===== src/rtl/pe_seq_ctrl.sv =====
// Job sequencer for a single 2-D convolution PE: buffers a filter and an activation tile,
// replays both into the PE, runs one PE pass per output row and streams the row results out.
module pe_seq_ctrl #(
   parameter int DATA_BITWIDTH = 16,
   parameter int kernel_size   = 3,
   parameter int act_size      = 5,
   parameter int TIMEOUT       = 255,
   parameter int CNT_BITWIDTH  = 8
) (
   input  logic                     clk,
   input  logic                     reset,
   input  logic                     cfg_start,
   output logic                     busy,
   output logic                     done,
   output logic                     err,
   input  logic                     w_valid,
   output logic                     w_ready,
   input  logic [DATA_BITWIDTH-1:0] w_data,
   input  logic                     a_valid,
   output logic                     a_ready,
   input  logic [DATA_BITWIDTH-1:0] a_data,
   output logic                     psum_valid,
   input  logic                     psum_ready,
   output logic [DATA_BITWIDTH-1:0] psum_data,
   output logic                     pe_load_en_wght,
   output logic                     pe_load_en_act,
   output logic                     pe_start,
   output logic [DATA_BITWIDTH-1:0] pe_filt_in,
   output logic [DATA_BITWIDTH-1:0] pe_act_in,
   input  logic [DATA_BITWIDTH-1:0] pe_out,
   input  logic                     pe_load_done,
   input  logic                     pe_compute_done
);

   localparam int KK       = kernel_size * kernel_size;
   localparam int AA       = act_size * act_size;
   localparam int OUT_ROWS = act_size - kernel_size + 1;
   localparam int WI       = (KK > 1) ? $clog2(KK) : 1;
   localparam int AI       = (AA > 1) ? $clog2(AA) : 1;

   localparam logic [CNT_BITWIDTH-1:0] CNT_ONE  = CNT_BITWIDTH'(1);
   localparam logic [CNT_BITWIDTH-1:0] KK_LAST  = CNT_BITWIDTH'(KK - 1);
   localparam logic [CNT_BITWIDTH-1:0] AA_LAST  = CNT_BITWIDTH'(AA - 1);
   localparam logic [CNT_BITWIDTH-1:0] ROWS_END = CNT_BITWIDTH'(OUT_ROWS);
   localparam logic [CNT_BITWIDTH-1:0] WD_LAST  = CNT_BITWIDTH'(TIMEOUT - 1);

   localparam logic [3:0] S_IDLE    = 4'd0;
   localparam logic [3:0] S_FILL_W  = 4'd1;
   localparam logic [3:0] S_LOAD_W  = 4'd2;
   localparam logic [3:0] S_WAIT_LW = 4'd3;
   localparam logic [3:0] S_FILL_A  = 4'd4;
   localparam logic [3:0] S_LOAD_A  = 4'd5;
   localparam logic [3:0] S_WAIT_LA = 4'd6;
   localparam logic [3:0] S_START   = 4'd7;
   localparam logic [3:0] S_WAIT_CD = 4'd8;
   localparam logic [3:0] S_OUT     = 4'd9;
   localparam logic [3:0] S_GAP     = 4'd10;
   localparam logic [3:0] S_FLUSH   = 4'd11;
   localparam logic [3:0] S_DONE    = 4'd12;
   localparam logic [3:0] S_ERR     = 4'd13;

   logic [3:0]               state_q, state_d;
   logic [CNT_BITWIDTH-1:0]  cnt_q, cnt_d;
   logic [CNT_BITWIDTH-1:0]  row_q, row_d;
   logic [CNT_BITWIDTH-1:0]  wd_q, wd_d;
   logic [DATA_BITWIDTH-1:0] psum_q, psum_d;
   logic [DATA_BITWIDTH-1:0] filt_q, filt_d;
   logic [DATA_BITWIDTH-1:0] act_q, act_d;
   logic [DATA_BITWIDTH-1:0] wbuf [KK];
   logic [DATA_BITWIDTH-1:0] abuf [AA];
   logic                     w_fire, a_fire, wd_expired;

   assign w_fire     = w_valid & w_ready;
   assign a_fire     = a_valid & a_ready;
   assign wd_expired = (wd_q == WD_LAST);

   // NOTE: the buffers have no reset; each entry is rewritten by its fill phase before it is replayed.
   always_ff @(posedge clk) begin
      if (w_fire) wbuf[cnt_q[WI-1:0]] <= w_data;
      if (a_fire) abuf[cnt_q[AI-1:0]] <= a_data;
   end

   always_comb begin
      // NOTE: every next-state signal gets its hold value first so no path can infer a latch.
      state_d = state_q;
      cnt_d   = cnt_q;
      row_d   = row_q;
      wd_d    = wd_q;
      psum_d  = psum_q;
      filt_d  = filt_q;
      act_d   = act_q;
      case (state_q)
         S_IDLE, S_DONE, S_ERR: begin
            if (cfg_start) begin
               state_d = S_FILL_W;
               cnt_d   = '0;
               row_d   = '0;
            end
         end
         S_FILL_W: begin
            if (w_fire) begin
               if (cnt_q == KK_LAST) begin
                  state_d = S_LOAD_W;
                  cnt_d   = '0;
               end else begin
                  cnt_d = cnt_q + CNT_ONE;
               end
            end
         end
         S_LOAD_W: begin
            filt_d = wbuf[cnt_q[WI-1:0]];
            if (cnt_q == KK_LAST) begin
               state_d = S_WAIT_LW;
               cnt_d   = '0;
               wd_d    = '0;
            end else begin
               cnt_d = cnt_q + CNT_ONE;
            end
         end
         S_WAIT_LW: begin
            if (pe_load_done) begin
               state_d = S_FILL_A;
               cnt_d   = '0;
            end else if (wd_expired) begin
               state_d = S_ERR;
            end else begin
               wd_d = wd_q + CNT_ONE;
            end
         end
         S_FILL_A: begin
            if (a_fire) begin
               if (cnt_q == AA_LAST) begin
                  state_d = S_LOAD_A;
                  cnt_d   = '0;
               end else begin
                  cnt_d = cnt_q + CNT_ONE;
               end
            end
         end
         S_LOAD_A: begin
            act_d = abuf[cnt_q[AI-1:0]];
            if (cnt_q == AA_LAST) begin
               state_d = S_WAIT_LA;
               cnt_d   = '0;
               wd_d    = '0;
            end else begin
               cnt_d = cnt_q + CNT_ONE;
            end
         end
         S_WAIT_LA: begin
            if (pe_load_done) begin
               state_d = S_START;
            end else if (wd_expired) begin
               state_d = S_ERR;
            end else begin
               wd_d = wd_q + CNT_ONE;
            end
         end
         S_START: begin
            state_d = S_WAIT_CD;
            wd_d    = '0;
         end
         S_WAIT_CD: begin
            if (pe_compute_done) begin
               state_d = S_OUT;
               psum_d  = pe_out;
            end else if (wd_expired) begin
               state_d = S_ERR;
            end else begin
               wd_d = wd_q + CNT_ONE;
            end
         end
         // No watchdog here: downstream backpressure may stall indefinitely.
         S_OUT: begin
            if (psum_ready) begin
               state_d = S_GAP;
               row_d   = row_q + CNT_ONE;
               wd_d    = '0;
            end
         end
         // The PE drops compute_done only in an idle cycle, so hold start low until it does.
         S_GAP: begin
            if (!pe_compute_done) begin
               state_d = (row_q == ROWS_END) ? S_FLUSH : S_START;
            end else if (wd_expired) begin
               state_d = S_ERR;
            end else begin
               wd_d = wd_q + CNT_ONE;
            end
         end
         S_FLUSH: state_d = S_DONE;
         default: state_d = S_IDLE;
      endcase
   end

   // NOTE: state registers use non-blocking assignments so all flops update from the same pre-edge values.
   always_ff @(posedge clk or negedge reset) begin
      if (!reset) begin
         state_q <= S_IDLE;
         cnt_q   <= '0;
         row_q   <= '0;
         wd_q    <= '0;
         psum_q  <= '0;
         filt_q  <= '0;
         act_q   <= '0;
      end else begin
         state_q <= state_d;
         cnt_q   <= cnt_d;
         row_q   <= row_d;
         wd_q    <= wd_d;
         psum_q  <= psum_d;
         filt_q  <= filt_d;
         act_q   <= act_d;
      end
   end

   assign busy            = !((state_q == S_IDLE) || (state_q == S_DONE) || (state_q == S_ERR));
   assign done            = (state_q == S_DONE);
   assign err             = (state_q == S_ERR);
   assign w_ready         = (state_q == S_FILL_W);
   assign a_ready         = (state_q == S_FILL_A);
   assign psum_valid      = (state_q == S_OUT);
   assign psum_data       = psum_q;
   assign pe_load_en_wght = (state_q == S_LOAD_W) && (cnt_q == '0);
   assign pe_load_en_act  = (state_q == S_LOAD_A) && (cnt_q == '0);
   assign pe_start        = (state_q == S_START) || (state_q == S_FLUSH);
   assign pe_filt_in      = (state_q == S_LOAD_W) ? wbuf[cnt_q[WI-1:0]] : filt_q;
   assign pe_act_in       = (state_q == S_LOAD_A) ? abuf[cnt_q[AI-1:0]] : act_q;

endmodule


===== config.mk =====
export PLATFORM = sky130hd
export DESIGN_NAME = pe_seq_ctrl
export DESIGN_NICKNAME = d
export VERILOG_FILES = /design/src/rtl/pe_seq_ctrl.sv
export SDC_FILE = /design/constraint.sdc
export NUM_CORES = 1
export LEC_CHECK = 0
export ABC_AREA = 1
export CORE_ASPECT_RATIO = 1.2
export CORE_MARGIN = 4
export CORE_UTILIZATION = 40
export DETAILED_ROUTE_END_ITERATION = 8
export DONT_BUFFER_PORTS = 1
export SLEW_MARGIN = 20
export SYNTH_ARGS = -nofsm -noshare
export SYNTH_HDL_FRONTEND = slang
export SYNTH_SLANG_ARGS = --single-unit

===== constraint.sdc =====
create_clock -name clk -period 6.7 [get_ports clk]
set_input_delay 1.34 -clock clk [delete_from_list [all_inputs] [get_ports clk]]
set_output_delay 1.34 -clock clk [all_outputs]
set_load 0.005 [all_outputs]

# After elaboration in Yosys (flattened, before gate mapping)

Memory sizes are Yosys's and may differ from the RTL's.
Cells that the tools add are included.

Logic and storage cells: 99
Bits of input ports: 56
Memory bits (read-only): 0
Output and inout port bits: 57
Bits in latches: 0
Register bits: 76
Memories: 2
RAM bits: 544

Memories:

| name | depth | bits a word | read ports | clocked after memory_dff | write ports | line | source |
|---|---|---|---|---|---|---|---|
| abuf | 25    | 16          | 1          | 0                        | 1           | 70   | `logic [DATA_BITWIDTH-1:0] abuf [AA];` |
| wbuf | 9     | 16          | 1          | 0                        | 1           | 69   | `logic [DATA_BITWIDTH-1:0] wbuf [KK];` |

Order comparisons: 0
Multiply operators: 0
Bitwise gates (word level): 2
Divide/modulo/power cells: 0
Add/sub/neg operators: 3
Reduce and logical (&&, ||, !) cells: 18
Muxes and demuxes: 38
Eq/ne operators: 29
Shift operators: 0

Operator list:

| cell                  | count |
|---|---|
| $mux W8               | 14 |
| $mux W4               | 14 |
| $pmux W8 S7           | 1 |
| $pmux W4 S12          | 1 |
| $pmux W8 S6           | 1 |
| $mux W16              | 2 |
| $add A8 B1 Y8 const B | 3 |
| $eq A4 B4 Y1 const B  | 6 |
| $eq A4 B3 Y1 const B  | 4 |
| $pmux W8 S2           | 1 |
| $ne A2 B2 Y1 const B  | 7 |
| $ne A2 B1 Y1 const B  | 5 |
| $eq A4 B2 Y1 const B  | 2 |
| $eq A8 B2 Y1 const B  | 1 |
| $eq A8 B4 Y1 const B  | 1 |
| $eq A8 B5 Y1 const B  | 1 |
| $eq A8 B8 Y1 const B  | 1 |
| $logic_not A8 Y1      | 1 |
| $reduce_and A8 Y1     | 1 |
| $reduce_and A7 Y1     | 1 |
| $reduce_bool A7 Y1    | 1 |
| $reduce_bool A6 Y1    | 1 |
| $reduce_and A5 Y1     | 1 |
| $eq A4 B1 Y1 const B  | 1 |
| other kinds (11)      | 18 |

# Longest topological paths before layout

Gate-level depths: netlist of the first run.

Depth in word-level cells: 4
Mapped depth: 14
Depth with buffers taken out: 11

# Least setup slack after synthesis of the first run

OpenSTA, ideal clock, no wires.

Path type: input port to flip-flop
Start point: input a_valid
End point: memory abuf[24][0], enable pin
Arrival: 3.047 ns
Path buffers: 0
Stages: 2
Library setup time: 0.430 ns
Required time: 6.270 ns
Slack: 3.223 ns
Cell sequence: inv_1 -> nor4_1

Cells in the longest elaborated chain, start to end: 3

RTL lines:

| element                       | line | source |
|---|---|---|
| start, declared               | 19   | `input logic a_valid,` |
| $and A1 B1 Y1                 | 74   | `assign a_fire = a_valid & a_ready;` |
| $mux W1                       | 80   | `if (a_fire) abuf[cnt_q[AI-1:0]] <= a_data;` |
| $mux W1 (implied by the code) | 80   |  |
| end, declared                 | 70   |  |

Every way passes these cells.

# Worst setup path after layout of the first run

Start point: register cnt_q[0]
End point: output pe_act_in[12]

Cells in the longest elaborated chain, start to end: 2

RTL lines:

| element                | line | source |
|---|---|---|
| start, declared        | 63   | `logic [CNT_BITWIDTH-1:0] cnt_q, cnt_d;` |
| start signal, assigned | 208  | `cnt_q <= cnt_d;` |
| $mem_v2 Z25 W16        | -    |  |
| $mux W16               | -    |  |
| end, declared          | 29   | `output logic [DATA_BITWIDTH-1:0] pe_act_in,` |

Every way passes these cells.

==> results.md, run 1 <==
* Post-Synthesis Cells at 2,346
* Leak Pwr at approximately 0.011 µW
* Mapped Area at about 0.026 mm²
* Area contributors post-synth: edfxtp_1 (63%), nand2_1 (7.9%), dfrtp_1 (7.3%)
* Hold Path Class: in2async
* Arr. time, crit path at between 3 and 4 ns
* Most used cell, CP: nand2_1
* Least-Margin Pin Slew at roughly 0.97 ns
* Clock Tree Root: clkbuf_16
* PnR Total Power at around 7900 µW
* Register area share after synthesis at 0.701
* Cts repair resizes at 0
* GP Congestion at 0.864
* Pwr dens at around 270 mW/mm²
* DIE AREA at slightly below 0.07 mm²
* RSZ-0062 raised after global routing: false
* CP Capture Type: primary output
* Vias per cell at roughly 5.3
* Max-slew violations at 0
* Post-CTS setup buffers at 0
* Multi-input logic area at about 0.0066 mm²
* Routed vias at ~17,000
* CP startpoint: cnt_q[0]
* Worst R2R Start: cnt_q[0]
* Layout Nets at 2,410
* Congestion Overflow GR at 0
* Final Hold Fails at 0
* R2r setup slk at ~2.8 ns
* Place WS at 2.11 ns
* FMAX at slightly below 200 MHz
* # fillers at around 5,900
* Slew HR at 0.352
* FF+latch area at approximately 0.018 mm²
* # rows at about 100
* First-pass GRT wire length at between 100,000 and 150,000 µm
* Clk slew on worst S/H paths at about 0.06 ns
* Worst Setup EP: pe_act_in[12]
* # port buffers at 0
* Drt drc at 0
* Startpoint types: flip-flop
* DRT Pass-1 Iters at 5
* Share of layout cells above drive strength 1 at 0.0900
* WL per Instance at approximately 21 µm
* Commonest cells in the netlist: nand2_1 (545), edfxtp_1 (544), nor2_1 (317), o21ai_0 (200), inv_1 (161)
* Critical-path top delay cell: dfrtp_4
* Synth cell types at 40
* Crit Path Max Fanout at between 150 and 200
* Core Region at roughly 0.064 mm²
* Setup_tns at 0 ns
* Routed WL at approximately 67,000 µm
* Critical path required time at 5.36 ns
* GRT Util Overall at 0.191
* Sink Count at 620
* Top_reg_cell synth: edfxtp_1
* Top Ports at between 100 and 150
* Die height at between 200 and 300 µm
* Cells along the critical path: inv_8, buf_4, nand2_1, nand3_1, nand2_1, nand2_1, nand2_1, nor2_1, nand2_1, nand3_1, nand2_1
* Cell taking the most area after synthesis: edfxtp_1
* Final core utilization at 0.451
* Detailed placement HPWL at a little under 40,000 µm
* Period utilization at 0.752
* IR drop worst, VDD at between 200 and 250 µV
* Antenna Nets Post-Route at 0
* Number of diodes at 0
* WS Path Type: reg2out
* Area grow syn2layout at 11.8%
* Worst path max stage delay at 0.74 ns
* Number of DRC markers in iteration 0 at between 1,000 and 1,500
* Share of the synthesized area in the top cell type at 0.628
* FF-to-FF End: abuf[3][10]
* Worst-Skew Late Latency at roughly 0.6 ns
* Finish-stage setup viols at 0
* Status: finished, final reports clean
* Post-synth EDFFs at around 540
* Ys Warns at 0
* Post-synth ARST share at 0.123
* Yosys reg bits at 620
* H-tree levels at 3
* Final setup margin at around 1.7 ns
* Average size of a mapped cell at approximately 11 µm²
* Largest net degree at the start of global routing at a little under 200
* Most frequent cell after synthesis: nand2_1
* CTS tree: done
* Syn Nets at between 2,000 and 2,500
* Max cap viols at 0
* Worst reg2reg path depth at 5
* Hold Buf Count CTS at 0
* Initial Utilization at 0.403
* Skew final at 0.0227 ns
* Fin crit period at just over 5 ns
* Clock Path Buffers at 3
* Cts bufs inserted at 66
* Vias in the first global route at about 17,000
* Chip width at about 240 µm
* Initial antenna violation count at 0
[area by class of cell]
| type | count | area share |
|---|---|---|
| Sequential cell | 620 | 0.628 |
| Multi-Input combinational cell | 1438 | 0.227 |
| Clock buffer | 88 | 0.0633 |
| Tap cell | 832 | 0.0358 |
| Inverter | 175 | 0.0229 |
| Timing Repair Buffer | 46 | 0.0127 |
| Clock inverter | 33 | 0.0110 |
[registers in the layout, summed over array words and instances (netlist names)]
signal and count:
abuf 400, wbuf 144, act_q 16, filt_q 16, psum_data 16, cnt_q 8, row_q 8, wd_q 8
state_q 4
[worst max-delay path: cells and delay by family (launching register included)]
kind / cells / cell delay, ns
buffers and inverters: 2 / 1.35
AND/OR/NAND/NOR: 9 / 0.83
flip-flops: 1 / 0.74
[per-layer routing]
metal / wire [µm] / up-vias / GRT usage / share of wire
met5: 0 / - / 0 / 0
li1: - / 7992 / - / -
met4: 1390 / 0 / 0.0524 / 0.021
met3: 4750 / 94 / 0.0382 / 0.071
met2: 33700 / 542 / 0.337 / 0.51
met1: 26900 / 8471 / 0.241 / 0.40
[layout by cell type, fill, tap and decap left out, types with 3 or more instances in the layout]
| cell | instances |
|---|---|
| or2_1 | 3 |
| xor2_1 | 8 |
| inv_1 | 159 |
| nor3_2 | 8 |
| nor2_1 | 317 |
| nand2_1 | 545 |
| clkinv_2 | 9 |
| clkbuf_1 | 17 |
| mux2_2 | 16 |
| dfrtp_1 | 74 |
| buf_4 | 44 |
| edfxtp_1 | 544 |
| clkbuf_16 | 71 |
| bufinv_16 | 6 |
| o21ai_1 | 15 |
| o21ai_0 | 200 |
| nand3_1 | 157 |
| nor2_4 | 7 |
| nand2_4 | 3 |
| ha_1 | 7 |
| inv_2 | 11 |
| nand2_2 | 10 |
| nor3_1 | 5 |
| clkinv_1 | 16 |
| nand4_1 | 21 |
| o22ai_1 | 39 |
| nor2_2 | 11 |
| nand3b_1 | 5 |
| a21oi_1 | 47 |
[power by group]
part	switching (µW)	total [µW]	internal, µW
combinational	1.09	1.59	0.492
clock	1490	3660	2170
sequential	0	4200	4200
[metrics by stage]
stage          cells  hold slack [ns]  instance area (µm²)
2_1_floorplan   2346            0.464                26000
3_3_place_gp    3111            0.489                26900
3_5_place_dp    3111            0.493                26900
4_1_cts         3232            0.401                29100
5_1_grt         3232            0.415                29100
6_report        3232            0.437                29100
[logic make-up (layout without fill, tap and decap cells)]
logic type | Yosys count | after routing | synth area share
adder cells (fa/ha/maj) | 7 | 7 | 0.00337
XOR/XNOR | 8 | 8 | 0.00270
flip-flops | 620 | 620 | 0.701
multiplexers | 16 | 16 | 0.00693
AND/OR/NAND/NOR | 1099 | 1099 | 0.177
AO/OA/AOI/OAI | 308 | 308 | 0.0619
buffers and inverters | 288 | 342 | 0.0467
[worst min path at each step]
stage / from / end / slack [ns] / cells after the start
2_1_floorplan: wd_q[5] / wd_q[5] / 0.46 / 2
3_3_place_gp: wd_q[5] / wd_q[5] / 0.49 / 2
3_5_place_dp: wd_q[5] / wd_q[5] / 0.49 / 2
4_1_cts: reset / state_q[1] / 0.40 / 0
5_1_grt: reset / act_q[7] / 0.42 / 0
6_report: reset / cnt_q[7] / 0.44 / 0
Power figures use the tool's default switching activity.
==> run 2, diff against run 1 <==
==> constraint.sdc (replaced) <==
create_clock -name clk -period 5.1 [get_ports clk]
set_input_delay 1.02 -clock clk [delete_from_list [all_inputs] [get_ports clk]]
set_output_delay 1.02 -clock clk [all_outputs]
set_load 0.005 [all_outputs]
==> run 2 against run 1 <==
Worst setup slack lost 0.75 ns. Hold slack lost 0.32 ns. Critical endpoint is now pe_act_in[9]. First-iteration DRC count up 9.9%. Sequential power is 31% higher. Utilization grew 0.14 points. Critical path depth fell by 3. Via count grew 0.54%. Critical path type unchanged.
==> results.md, run 2 (synthesized netlist as in run 1, its figures left out) <==
* Status: finished, final reports clean
* IR drop worst, VDD at 350 µV (+54%)
* Cells along the critical path: inv_4, buf_4, o21ai_0, o21ai_0, a21oi_1, nand2_1, nand2_1, nand2_1
* Pint at 8330 µW (+31%)
* Worst path max stage delay at 0.62 ns (-0.12 ns)
* Post-route cell area at 0.0292 mm² (+0.31%)
* Hold Path Class: in2async
* FMAX at approximately 240 MHz
* Vias per cell at 5.30 (+0.20%)
* Max cap viols at 0 (unchanged)
* Leak Pwr at 0.0112 µW (+0.62%)
* GRT Util Overall at 0.190 (-0.00163)
* Slew HR at 0.359 (+0.00705)
* Detailed placement HPWL at 39,500 µm (+2.4%)
* Number of DRC markers in iteration 0 at 1,558 (+9.9%)
* Die height at 287 µm (unchanged)
* Worst Setup EP: pe_act_in[9]
* Chip width at 241 µm (unchanged)
* Sequential power share at 0.537 (+0.002)
* Cts repair resizes at 0 (unchanged)
* Least-Margin Pin Slew at 0.958 ns (-0.0105 ns)
* WL per Instance at 20.4 µm (-1.1%)
* Fin crit period at 4.19 ns
* Worst reg2reg path depth at 5 (unchanged)
* Worst-Skew Late Latency at 0.60 ns (about the same)
* Period utilization at 0.822
* Top Ports at 113 (unchanged)
* WS Path Type: reg2out
* Pwr dens at 353 mW/mm² (+31%)
* Cts bufs inserted at 68 (+3.0%)
* H-tree levels at 3 (unchanged)
* Max reg flops at 400 (unchanged)
* Sink Count at 620 (unchanged)
* Sw Pwr at 1960 µW (+32%)
* Number of diodes at 0 (unchanged)
* Clk pwr share at 0.463 (-0.002)
* Drt drc at 0 (unchanged)
* Crit Path Max Fanout at 42 (-74%)
* DIE AREA at 0.0692 mm² (unchanged)
* Critical path required time at 4.08 ns (-1.28 ns)
* Area grow syn2layout at 12.2%
* Most common cell after layout, fill and taps aside: nand2_1
* Layout Nets at 2,421 (+0.46%)
* RSZ-0062 raised after global routing: false
* CP Capture Type: primary output
* Core Region at 0.0644 mm² (unchanged)
* Initial Utilization at 0.403 (unchanged)
* Initial antenna violation count at 1 (+1)
* Placed Area at 0.0270 mm² (+0.34%)
* Finish-stage setup viols at 0 (unchanged)
* Worst R2R Start: cnt_q[1]
* Skew final at 0.0154 ns (-0.00733 ns)
* Final Hold Fails at 0 (unchanged)
* # rows at 102 (unchanged)
* Vias in the first global route at 17,100 (+1.4%)
* R2r setup slk at 1.88 ns (-0.94 ns)
* Most frequent cells in the layout: nand2_1 (545), edfxtp_1 (544), nor2_1 (317), o21ai_0 (200), inv_1 (159)
* Setup_tns at 0 ns (unchanged)
* Routed vias at 17,200 (+0.54%)
* CP startpoint: cnt_q[1]
* FF-to-FF End: abuf[3][11]
* Largest net degree at the start of global routing at 115 (-42%)
* First-pass GRT wire length at 101,000 µm (-0.20%)
* Post-CTS setup buffers at 0 (unchanged)
* Congestion Overflow GR at 0 (unchanged)
* Share of layout cells above drive strength 1 at 0.0946 (+0.00457)
* Arr. time, crit path at 3.17 ns (-0.53 ns)
* Clock Tree Root: clkbuf_16
* GP Congestion at 0.896 (+3.6%)
* Hold Buf Count CTS at 0 (unchanged)
* Antenna Nets Post-Route at 0 (unchanged)
* Clk slew on worst S/H paths at 0.06 ns (about the same)
* Routed WL at 66,300 µm (-0.72%)
* # port buffers at 0 (unchanged)
* Sw Ratio at 0.191 (+0.00125)
* Final core utilization at 0.453 (+0.00142)
* Most used cell, CP: nand2_1
* DRT Pass-1 Iters at 5 (unchanged)
* CTS tree: done
* Startpoint types: flip-flop
* Max-slew violations at 0 (unchanged)
* Clock Path Buffers at 3 (unchanged)
* Critical-path top delay cell: dfrtp_4
* Combinational Power Share at 0 (unchanged)
[run 2: cell count changes in the layout (fill, tap and decap cells not counted)]
cell	previous run	this run
buf_12	2	4
buf_4	44	51
bufinv_16	6	4
clkbuf_8	0	3
clkinv_1	16	15
clkinv_2	9	10
clkinv_4	2	0
clkinvlp_4	1	0
inv_16	0	1
inv_6	1	6
inv_8	2	0
[run 2: worst min path at each step]
stage | start | slack [ns] | endpoint | cells past startpoint
final | reset | 0.12 | row_q[6] | 0
after global placement | act_q[7] | 0.49 | act_q[7] | 2
after detailed placement | act_q[7] | 0.49 | act_q[7] | 2
after global routing | reset | 0.09 | filt_q[0] | 0
after floorplan | wd_q[5] | 0.46 | wd_q[5] | 2
after CTS | reset | 0.08 | row_q[6] | 0
[run 2: per-stage QoR]
stage | hold slack (ns) | std cells | power, µW | setup WS [ns]
global route | 0.0921 | 3243 | 10600 | 0.717
detailed placement | 0.492 | 3120 | 5630 | 1.55
finish | 0.119 | 3243 | 10300 | 0.910
CTS | 0.0849 | 3243 | 10400 | 0.887
global placement | 0.489 | 3120 | 5630 | 1.56
floorplan | 0.464 | 2346 | 5630 | 1.73
[run 2: worst max-delay path: cells and delay by family (launching register included)]
family                 cells  cell delay [ns]
buffers and inverters      2             0.94
AO/OA/AOI/OAI              3             0.67
flip-flops                 1             0.62
AND/OR/NAND/NOR            3             0.32
[run 2: power groups by stage]
stage	logic [µW]	registers, µW	clock network, µW
final	2.02	5520	4770
after global routing	2.29	5520	5080
after CTS	1.95	5520	4860
after detailed placement	1.93	5630	0
after global placement	2.01	5630	0
after floorplan	1.40	5630	0
[run 2: layout make-up]
cell class                      count  area, µm²
Clock buffer                       91       1880
Tap cell                          832       1040
Inverter                          175        664
Timing Repair Buffer               55        463
Multi-Input combinational cell   1438       6590
Fill cell                        5849      35300
Clock inverter                     32        279
Sequential cell                   620      18200
[run 2: routing by layer]
metal / up-vias / global-route usage / part of all wire
met5: - / 0 / 0
met3: 120 / 0.0426 / 0.074
li1: 8021 / - / -
met4: 0 / 0.0636 / 0.028
met1: 8447 / 0.237 / 0.40
met2: 603 / 0.327 / 0.50
